[src/rtl/xbar_route_ctrl_if.sv]
// Request/control bundle between the crossbar inputs, the route sequencer and the crossbar control port.
// master: the sequencer side; slave: the crossbar/requester side.
interface xbar_route_ctrl_if #(
  parameter int unsigned BIT_WIDTH         = 32,
  parameter int unsigned N_INPUTS          = 2,
  parameter int unsigned N_OUTPUTS         = 2,
  parameter int unsigned CONTROL_BIT_WIDTH = 42
);
  localparam int unsigned IW = $clog2(N_INPUTS);

  logic [N_INPUTS-1:0][BIT_WIDTH-1:0] req_msg;
  logic [N_INPUTS-1:0]                req_val;
  logic [N_INPUTS-1:0]                xfer_rdy;
  logic [CONTROL_BIT_WIDTH-1:0]       control;
  logic                               control_val;
  logic                               control_rdy;
  logic                               grant_val;
  logic [IW-1:0]                      grant_idx;
  logic                               err;

  modport master (
    input  req_msg, req_val, xfer_rdy, control_rdy,
    output control, control_val, grant_val, grant_idx, err
  );

  modport slave (
    output req_msg, req_val, xfer_rdy, control_rdy,
    input  control, control_val, grant_val, grant_idx, err
  );
endinterface

[src/rtl/xbar_route_ctrl.sv]
// Round-robin control-word sequencer for a blocking crossbar: grants one input,
// issues its route word, then holds the grant for PKT_LEN beats.
module xbar_route_ctrl #(
  parameter int unsigned BIT_WIDTH         = 32,
  parameter int unsigned N_INPUTS          = 2,
  parameter int unsigned N_OUTPUTS         = 2,
  parameter int unsigned CONTROL_BIT_WIDTH = 42,
  parameter int unsigned PKT_LEN           = 4
) (
  input  logic              clk,
  input  logic              reset,
  xbar_route_ctrl_if.master bus
);
  localparam int unsigned IW   = $clog2(N_INPUTS);
  localparam int unsigned OW   = $clog2(N_OUTPUTS);
  localparam int unsigned CW   = CONTROL_BIT_WIDTH;
  localparam int unsigned CNTW = $clog2(PKT_LEN + 1);

  typedef enum logic [1:0] {IDLE, ISSUE, XFER} state_t;

  state_t          state, state_next;
  logic [IW-1:0]   ptr;
  logic [IW-1:0]   g;
  logic [CW-1:0]   ctrl_word;
  logic [CNTW-1:0] cnt;
  logic            err_q;

  logic            found;
  logic [IW-1:0]   win;
  int unsigned     scan;
  logic [OW-1:0]   dest;
  logic            dest_oob;
  logic [OW-1:0]   sel;
  logic [CW-1:0]   word;
  logic            fire;
  logic            last_beat;
  logic [IW-1:0]   ptr_after;

  // Rotating priority search starting at ptr; first requester wins.
  always_comb begin
    found = 1'b0;
    win   = '0;
    scan  = 0;
    for (int unsigned k = 0; k < N_INPUTS; k++) begin
      scan = (32'(ptr) + k) % N_INPUTS;
      if (!found && bus.req_val[IW'(scan)]) begin
        found = 1'b1;
        win   = IW'(scan);
      end
    end
  end

  always_comb begin
    dest     = bus.req_msg[win][BIT_WIDTH-1 -: OW];
    dest_oob = (32'(dest) >= N_OUTPUTS);
    sel      = dest_oob ? OW'(N_OUTPUTS - 1) : dest;
    word     = '0;
    word[CW-1 -: IW]      = win;
    word[CW-1-IW -: OW]   = sel;
  end

  always_comb begin
    fire      = bus.req_val[g] & bus.xfer_rdy[g];
    last_beat = (cnt == CNTW'(PKT_LEN - 1));
    ptr_after = IW'((32'(g) + 1) % N_INPUTS);
  end

  always_comb begin
    state_next = state;
    case (state)
      IDLE:    if (found) state_next = ISSUE;
      ISSUE:   if (bus.control_rdy) state_next = XFER;
      XFER:    if (fire && last_beat) state_next = IDLE;
      default: state_next = IDLE;
    endcase
  end

  always_ff @(posedge clk) begin
    if (reset) begin
      state     <= IDLE;
      ptr       <= '0;
      g         <= '0;
      ctrl_word <= '0;
      cnt       <= '0;
      err_q     <= 1'b0;
    end else begin
      state <= state_next;
      case (state)
        IDLE: begin
          if (found) begin
            g         <= win;
            ctrl_word <= word;
            err_q     <= err_q | dest_oob;
          end
        end
        ISSUE: begin
          if (bus.control_rdy) cnt <= '0;
        end
        XFER: begin
          if (fire) begin
            cnt <= cnt + CNTW'(1);
            if (last_beat) ptr <= ptr_after;
          end
        end
        default: ;
      endcase
    end
  end

  // The word register is left untouched after XFER: the crossbar keeps its last route.
  assign bus.control     = ctrl_word;
  assign bus.control_val = (state == ISSUE);
  assign bus.grant_val   = (state == XFER);
  assign bus.grant_idx   = g;
  assign bus.err         = err_q;
endmodule

[src/flat_wrapper.sv]
// flat-port wrapper written by rule: the top's interface ports become plain ports
module xbar_route_ctrl_flat 
#(
  parameter int unsigned BIT_WIDTH         = 32,
  parameter int unsigned N_INPUTS          = 2,
  parameter int unsigned N_OUTPUTS         = 2,
  parameter int unsigned CONTROL_BIT_WIDTH = 42,
  parameter int unsigned PKT_LEN           = 4
)
  (clk, reset, bus_req_msg, bus_req_val, bus_xfer_rdy, bus_control_rdy, bus_control, bus_control_val, bus_grant_val, bus_grant_idx, bus_err);
  xbar_route_ctrl_if #(.BIT_WIDTH(BIT_WIDTH), .N_INPUTS(N_INPUTS), .N_OUTPUTS(N_OUTPUTS), .CONTROL_BIT_WIDTH(CONTROL_BIT_WIDTH)) bus_i ();
  input  logic clk;
  input  logic reset;
  input wire logic [$bits(bus_i.req_msg)-1:0] bus_req_msg;
  input wire logic [$bits(bus_i.req_val)-1:0] bus_req_val;
  input wire logic [$bits(bus_i.xfer_rdy)-1:0] bus_xfer_rdy;
  input wire logic [$bits(bus_i.control_rdy)-1:0] bus_control_rdy;
  output wire logic [$bits(bus_i.control)-1:0] bus_control;
  output wire logic [$bits(bus_i.control_val)-1:0] bus_control_val;
  output wire logic [$bits(bus_i.grant_val)-1:0] bus_grant_val;
  output wire logic [$bits(bus_i.grant_idx)-1:0] bus_grant_idx;
  output wire logic [$bits(bus_i.err)-1:0] bus_err;
  assign bus_i.req_msg = bus_req_msg;
  assign bus_i.req_val = bus_req_val;
  assign bus_i.xfer_rdy = bus_xfer_rdy;
  assign bus_i.control_rdy = bus_control_rdy;
  assign bus_control = bus_i.control;
  assign bus_control_val = bus_i.control_val;
  assign bus_grant_val = bus_i.grant_val;
  assign bus_grant_idx = bus_i.grant_idx;
  assign bus_err = bus_i.err;
  xbar_route_ctrl #(.BIT_WIDTH(BIT_WIDTH), .N_INPUTS(N_INPUTS), .N_OUTPUTS(N_OUTPUTS), .CONTROL_BIT_WIDTH(CONTROL_BIT_WIDTH), .PKT_LEN(PKT_LEN)) u_core (.clk(clk), .reset(reset), .bus(bus_i));
endmodule
[config.mk]
export PLATFORM = sky130hd
export DESIGN_NAME = xbar_route_ctrl_flat
export DESIGN_NICKNAME = d
export VERILOG_FILES = /design/src/rtl/xbar_route_ctrl_if.sv /design/src/rtl/xbar_route_ctrl.sv /design/src/flat_wrapper.sv
export SDC_FILE = /design/constraint.sdc
export NUM_CORES = 1
export LEC_CHECK = 0
export CORE_UTILIZATION = 21
export DETAILED_ROUTE_END_ITERATION = 8
export PLACE_DENSITY = 0.85
export REMOVE_ABC_BUFFERS = 1
export SETUP_SLACK_MARGIN = 0.05
export SYNTH_ARGS = -nofsm -noshare
export SYNTH_HDL_FRONTEND = slang
export SYNTH_SLANG_ARGS = --single-unit
[constraint.sdc]
create_clock -name clk -period 1.4 [get_ports clk]
set_clock_uncertainty 0.15 [all_clocks]
set_input_delay 0.28 -clock clk [delete_from_list [all_inputs] [get_ports clk]]
set_output_delay 0.28 -clock clk [all_outputs]
set_load 0.05 [all_outputs]
After elaboration in Yosys (flattened, before gate mapping)

Index checks and enable logic that the tools add are counted.

Register bits after elaboration: 9
Bits of input ports: 71
Output and inout port bits: 46
Word-level logic and storage cells: 50

Add/sub/neg operators: 3
$lt $le $gt $ge: 4
Equal/unequal tests: 7
Mux-type cells: 21
Bitwise operators: 1
Reductions and logical operators: 9

Operators with widths:

| kind                                                        | count |
|---|---|
| 2-to-1 mux 32 bit                                           | 2 |
| 2-to-1 mux 1 bit                                            | 12 |
| AND reduction 3 bit                                         | 3 |
| less-than comparator 1 x 2 -> 1 bit (second input constant) | 4 |
| 2-to-1 mux 2 bit                                            | 3 |
| 2-to-1 mux 3 bit                                            | 2 |
| inequality test 2 x 1 -> 1 bit (second input constant)      | 3 |
| one-hot mux 2 bit (3 select lines)                          | 1 |
| one-hot mux 3 bit (2 select lines)                          | 1 |
| adder 3 x 1 -> 3 bit (second input constant)                | 1 |
| equality test 3 x 2 -> 1 bit (second input constant)        | 1 |
| adder 1 bit (second input constant)                         | 2 |
| equality test 2 x 1 -> 1 bit (second input constant)        | 1 |
| equality test 2 bit (second input constant)                 | 1 |
| logical AND 1 bit                                           | 2 |
| zero test 2 bit                                             | 1 |
| inequality test 2 bit (second input constant)               | 1 |
| AND reduction 2 bit                                         | 1 |
| nonzero test 2 bit                                          | 1 |
| bitwise AND 1 bit                                           | 1 |
| zero test 1 bit                                             | 1 |

Depth between registers and ports, before layout

Gate-level depths: netlist of the first run.

Word-level depth: 8
Depth in mapped cells: 5
Depth with buffers taken out: 5

Least setup slack after synthesis of the first run

No wires, ideal clock.

Path type: reg2reg
Start: reg, netlist name u_core.bus.control[41]
End: reg u_core.ptr
Library setup time: 123 ps
Arrival: 1437 ps
Data required time: 1127 ps
Slack: -311 ps
Cell stages (with the launch flop): 4
Buffers on the path: 0
Period minus slack after synthesis: 1711 ps
Cell sequence: dfxtp_1 > nand3_2 > a211oi_2 > mux2_1

RTL lines:

| element              | line                   | RTL |
|---|---|---|
| end signal, assigned | xbar_route_ctrl.sv:102 | `if (last_beat) ptr <= ptr_after;` |
| end, declared        | xbar_route_ctrl.sv:22  | `logic [IW-1:0] ptr;` |

Worst setup path in the final report of the first run

Start: reg u_core.state[0]
End: reg u_core.ptr

Cells in the longest elaborated chain, start to end: 2

RTL lines:

| element                       | line                  | RTL |
|---|---|---|
| start, declared               | xbar_route_ctrl.sv:21 | `state_t state, state_next;` |
| start signal, assigned        | xbar_route_ctrl.sv:87 | `state <= state_next;` |
| equality test 2 bit           | xbar_route_ctrl.sv:88 | `case (state)` |
| AND reduction 3 bit (no line) | -                     |  |

No other way between the ends.
A chain may end at the register's enable or synchronous reset.

==> results of run 1 <==
cell usage after synthesis (2+ instances only):
| cell type | n | area, µm² |
|---|---|---|
| buf_4 | 42 | 315.3 |
| dfxtp_1 | 8 | 160.2 |
| nor2_1 | 6 | 22.52 |
| inv_1 | 4 | 15.01 |
| a21oi_1 | 3 | 15.01 |
| nand3b_1 | 3 | 22.52 |
| ha_1 | 2 | 25.02 |
| mux2_2 | 2 | 22.52 |
| nand2b_1 | 2 | 12.51 |
| nand3_1 | 2 | 10.01 |
| nor2b_1 | 2 | 12.51 |
| o31ai_1 | 2 | 15.01 |
worst max-delay path by stage:
| stage | depth (start not counted) | startpoint | endpoint | slack (ns) |
|---|---|---|---|---|
| 5_1_grt | 4 | u_core.state[0] | u_core.ptr | -0.06 |
| 2_1_floorplan | 3 | u_core.bus.control[41] | u_core.ptr | -0.67 |
| 4_1_cts | 5 | u_core.cnt[1] | u_core.ptr | -0.03 |
| 3_5_place_dp | 4 | bus_req_val[0] | u_core.ptr | -0.37 |
| 6_report | 4 | u_core.state[0] | u_core.ptr | -0.04 |
| 3_3_place_gp | 4 | bus_req_val[0] | u_core.ptr | -0.34 |
stage by stage:
stage	cells	instance area, µm²	setup TNS, ns
floorplan	91	629.4	-3.423
global placement	163	952.2	-1.873
detailed placement	163	952.2	-2.156
CTS	168	1050	-0.04272
global route	169	1084	-0.1371
finish	169	1084	-0.04540
power breakdown:
part | leakage (nW) | switching (mW) | internal (mW) | total (mW)
combinational | 0.434 | 0.348 | 0.129 | 0.477
sequential | 0.0677 | 0.0187 | 0.243 | 0.262
clock | 0.0216 | 0.0992 | 0.187 | 0.286
total | 0.523 | 0.466 | 0.558 | 1.02
state kept, by name, summed over array words and instances, names as in the netlist:
name and flops:
u_core.ptr 1, u_core.bus.control 2, u_core.cnt 3, u_core.state 2
kinds of logic (layout without fill, tap and decap cells):
| logic type | Yosys count | count (layout) | share of synthesized area |
|---|---|---|---|
| flip-flops | 8 | 8 | 0.2006 |
| AND/OR/NAND/NOR | 22 | 22 | 0.1834 |
| buffers and inverters | 47 | 34 | 0.4185 |
| adder cells (fa/ha/maj) | 2 | 2 | 0.03134 |
| other | 1 | 41 | 0.004698 |
| AO/OA/AOI/OAI | 10 | 10 | 0.1066 |
| multiplexers | 4 | 4 | 0.05486 |
cells in the final DEF, fill, tap and decap left out, types with 2 or more instances in the layout:
master           count
nand3b_1             3
nand3_1              2
ha_4                 2
nor2_1               6
dlygate4sd2_1        4
mux2_4               2
nand2b_1             2
dfxtp_2              4
buf_6                3
buf_4               11
a21oi_1              3
inv_1                3
conb_1              41
clkdlybuf4s50_1      3
dfxtp_1              3
buf_12               5
o31ai_1              2
clkbuf_8             3
critical path: stages, from the launching register on:
cell      delay [ns]
dfxtp_4         0.36
nand2b_4        0.15
buf_6           0.13
a211oi_2        0.21
mux2_1          0.33
per-layer routing:
metal,routed length (µm),part of all wire
met5,0,0
met4,35,0.024
met3,81,0.055
met2,730,0.50
met1,613,0.42
cell type report:
| type | instances | area, µm² | area share |
|---|---|---|---|
| Clock buffer | 3 | 41.29 | 0.03811 |
| Inverter | 4 | 15.01 | 0.01386 |
| Multi-Input combinational cell | 79 | 504.2 | 0.4654 |
| Sequential cell | 8 | 168.9 | 0.1559 |
| Tap cell | 48 | 60.06 | 0.05543 |
| Timing Repair Buffer | 27 | 294.0 | 0.2714 |
timing repair:
action | CTS | global route
setup buffers | 2 | 1
resized for setup | 17 | 8
pin swaps | 3 | 2
endpoints found under the setup margin | 10 | 8
endpoints found under the hold margin | 0 | 0
==> flow_summary.html, run 1 <==
<table>
<tr><th>Metric</th><th>Value</th></tr>
<tr><th colspan="2">Clocking</th></tr>
<tr><td>Worst-path clk slew</td><td>0.04 ns</td></tr>
<tr><td># clock sinks</td><td>8</td></tr>
<tr><td>Number of buffers created by CTS</td><td>3</td></tr>
<tr><td>Depth of the CTS H-tree</td><td>1</td></tr>
<tr><td>Insertion delay of the later-clocked pin in the worst-skew pair</td><td>0.24 ns</td></tr>
<tr><td>Clock tree from TritonCTS</td><td>yes</td></tr>
<tr><td>Maximum clock insertion buffer count</td><td>2</td></tr>
<tr><td>Post-CTS Hold Buffers</td><td>0</td></tr>
<tr><td>CTS Root Buffer Type</td><td>clkbuf_8</td></tr>
<tr><th colspan="2">Place</th></tr>
<tr><td>Detailed placer's ending HPWL</td><td>1058 µm</td></tr>
<tr><td>Buffers on Ports</td><td>13</td></tr>
<tr><td>Final estimated routing congestion in global placement</td><td>0.6997</td></tr>
<tr><td>Dpl ws</td><td>-0.3744 ns</td></tr>
<tr><th colspan="2">GRT</th></tr>
<tr><td>Maximum number of pins on one net before global-route repair</td><td>10</td></tr>
<tr><td>Antenna violations before repair</td><td>0</td></tr>
<tr><td>All-layer global routing usage</td><td>0.07191</td></tr>
<tr><td>Met1 layer usage reported by global route</td><td>0.08190</td></tr>
<tr><td>Most utilized layer in the global route result</td><td>met2</td></tr>
<tr><td>Number of global-route vias before repair</td><td>482</td></tr>
<tr><td>Met3 track demand over resource in global routing</td><td>0.01087</td></tr>
<tr><td>Global Route met2 Usage</td><td>0.1210</td></tr>
<tr><td>Global-route wire length before repair</td><td>roughly 2200 µm</td></tr>
<tr><td>Overflow left after global routing</td><td>0</td></tr>
<tr><th colspan="2">Synthesis</th></tr>
<tr><td>Number of synthesized register bits</td><td>8</td></tr>
<tr><td>Async SR Flop Fraction</td><td>0</td></tr>
<tr><td>Cell area after technology mapping</td><td>798.3 µm²</td></tr>
<tr><td>Dominant register cell in the synthesized netlist</td><td>dfxtp_1</td></tr>
<tr><td>Post-synthesis area per instance</td><td>8.492 µm²</td></tr>
<tr><td>Number of warnings issued by yosys</td><td>0</td></tr>
<tr><td>Number of synthesized flops with an enable pin</td><td>0</td></tr>
<tr><td>Portion of the post-synthesis area used by sequential elements</td><td>0.2006</td></tr>
<tr><td>Cells after synthesis</td><td>94</td></tr>
<tr><td>Synth unique cells</td><td>28</td></tr>
<tr><th colspan="2">Min path</th></tr>
<tr><td>Cells on Worst Hold Path</td><td>4</td></tr>
<tr><td>Kind of path behind the tightest hold check</td><td>input pin to flip-flop</td></tr>
<tr><td>Hold-critical path endpoint</td><td>u_core.state[1]</td></tr>
<tr><td>Startpoint of the lowest-slack hold path</td><td>bus_control_rdy</td></tr>
<tr><th colspan="2">Power and ir drop</th></tr>
<tr><td>Total power</td><td>1.024 mW</td></tr>
<tr><td>Peak supply drop</td><td>0.4295 mV</td></tr>
<tr><td>Total power density per cell area</td><td>945.4 nW/µm²</td></tr>
<tr><td>Leak pwr</td><td>0.5229 nW</td></tr>
<tr><th colspan="2">Die</th></tr>
<tr><td>Placeable Area</td><td>3661 µm²</td></tr>
<tr><td>Die Span X</td><td>63.66 µm</td></tr>
<tr><td>Initial cell density of the core</td><td>0.2180</td></tr>
<tr><td>Vertical die dimension</td><td>63.66 µm</td></tr>
<tr><td>Die area</td><td>4052 µm²</td></tr>
<tr><td>I/O pin count</td><td>117</td></tr>
<tr><td>Number of standard-cell rows in the floorplan</td><td>22</td></tr>
<tr><th colspan="2">Outcome</th></tr>
<tr><td>Status</td><td>finished, violations left</td></tr>
<tr><td>Failing checks</td><td>negative setup slack</td></tr>
<tr><th colspan="2">Worst setup path</th></tr>
<tr><td>Worst setup slack for register-to-register paths</td><td>-0.04 ns</td></tr>
<tr><td>Data arrival time of the critical path</td><td>1.41 ns</td></tr>
<tr><td>Maximum fanout along the worst path</td><td>6</td></tr>
<tr><td>Type of element launching the critical path</td><td>flip-flop</td></tr>
<tr><td>WP data required</td><td>1.37 ns</td></tr>
<tr><td>Critical path endpoint category</td><td>flip-flop</td></tr>
<tr><td>Worst Path Class, Setup</td><td>flip-flop to flip-flop</td></tr>
<tr><td>Beginning of the worst register-to-register path</td><td>u_core.state[0]</td></tr>
<tr><td>Terminus of the critical flop-to-flop path</td><td>u_core.ptr</td></tr>
<tr><td>Depth of the worst register-to-register path</td><td>4</td></tr>
<tr><th colspan="2">Timing</th></tr>
<tr><td>Final Worst Setup Slack</td><td>-0.03873 ns</td></tr>
<tr><td>Final Cycle Share</td><td>1.028</td></tr>
<tr><td>Worst hold slack</td><td>0.2884 ns</td></tr>
<tr><td>Time the worst path needs with I/O delays and setup</td><td>between 1 and 1.5 ns</td></tr>
<tr><td>Final count of hold timing violations</td><td>0</td></tr>
<tr><td>Unrepaired setup endpoints after global routing</td><td>true</td></tr>
<tr><td>Number of setup violations in the final report</td><td>2</td></tr>
<tr><td>Number of pins exceeding their max-slew limit in the final report</td><td>0</td></tr>
<tr><td>Highest Clock Rate</td><td>0.6951 GHz</td></tr>
<tr><th colspan="2">Run</th></tr>
<tr><td>Maximum capacitance violations</td><td>0</td></tr>
<tr><th colspan="2">Detailed routing</th></tr>
<tr><td>First-pass iteration count of the detailed router</td><td>2</td></tr>
<tr><td>Total DRC errors in the routed layout</td><td>0</td></tr>
<tr><td>WL/cell</td><td>8.645 µm</td></tr>
<tr><td>Initial detailed-routing violation count</td><td>8</td></tr>
<tr><td>Post-detailed-route via-to-cell ratio</td><td>between 3 and 4</td></tr>
<tr><td>Via Count</td><td>598</td></tr>
<tr><td>DRT antenna net count</td><td>0</td></tr>
<tr><td>Routed Wire Length</td><td>1461 µm</td></tr>
<tr><th colspan="2">Cells and area</th></tr>
<tr><td>Core Util, Final</td><td>0.2960</td></tr>
<tr><td>Fraction of layout cells with a size suffix above 1</td><td>0.3306</td></tr>
<tr><td>Filler Cell Count</td><td>roughly 400</td></tr>
<tr><td>Post-layout net count</td><td>196</td></tr>
<tr><td>Number of diodes</td><td>0</td></tr>
<tr><td>Area growth, synth to finish</td><td>35.74%</td></tr>
</table>
No activity file was read; power rests on OpenSTA's default activity.
==> run 2: changes to the inputs <==
Settings changed: ABC_CLOCK_PERIOD_IN_PS set to 1400.
==> results of run 2 <==
The final DEF is identical to that of run 1; final timing and power are the same.
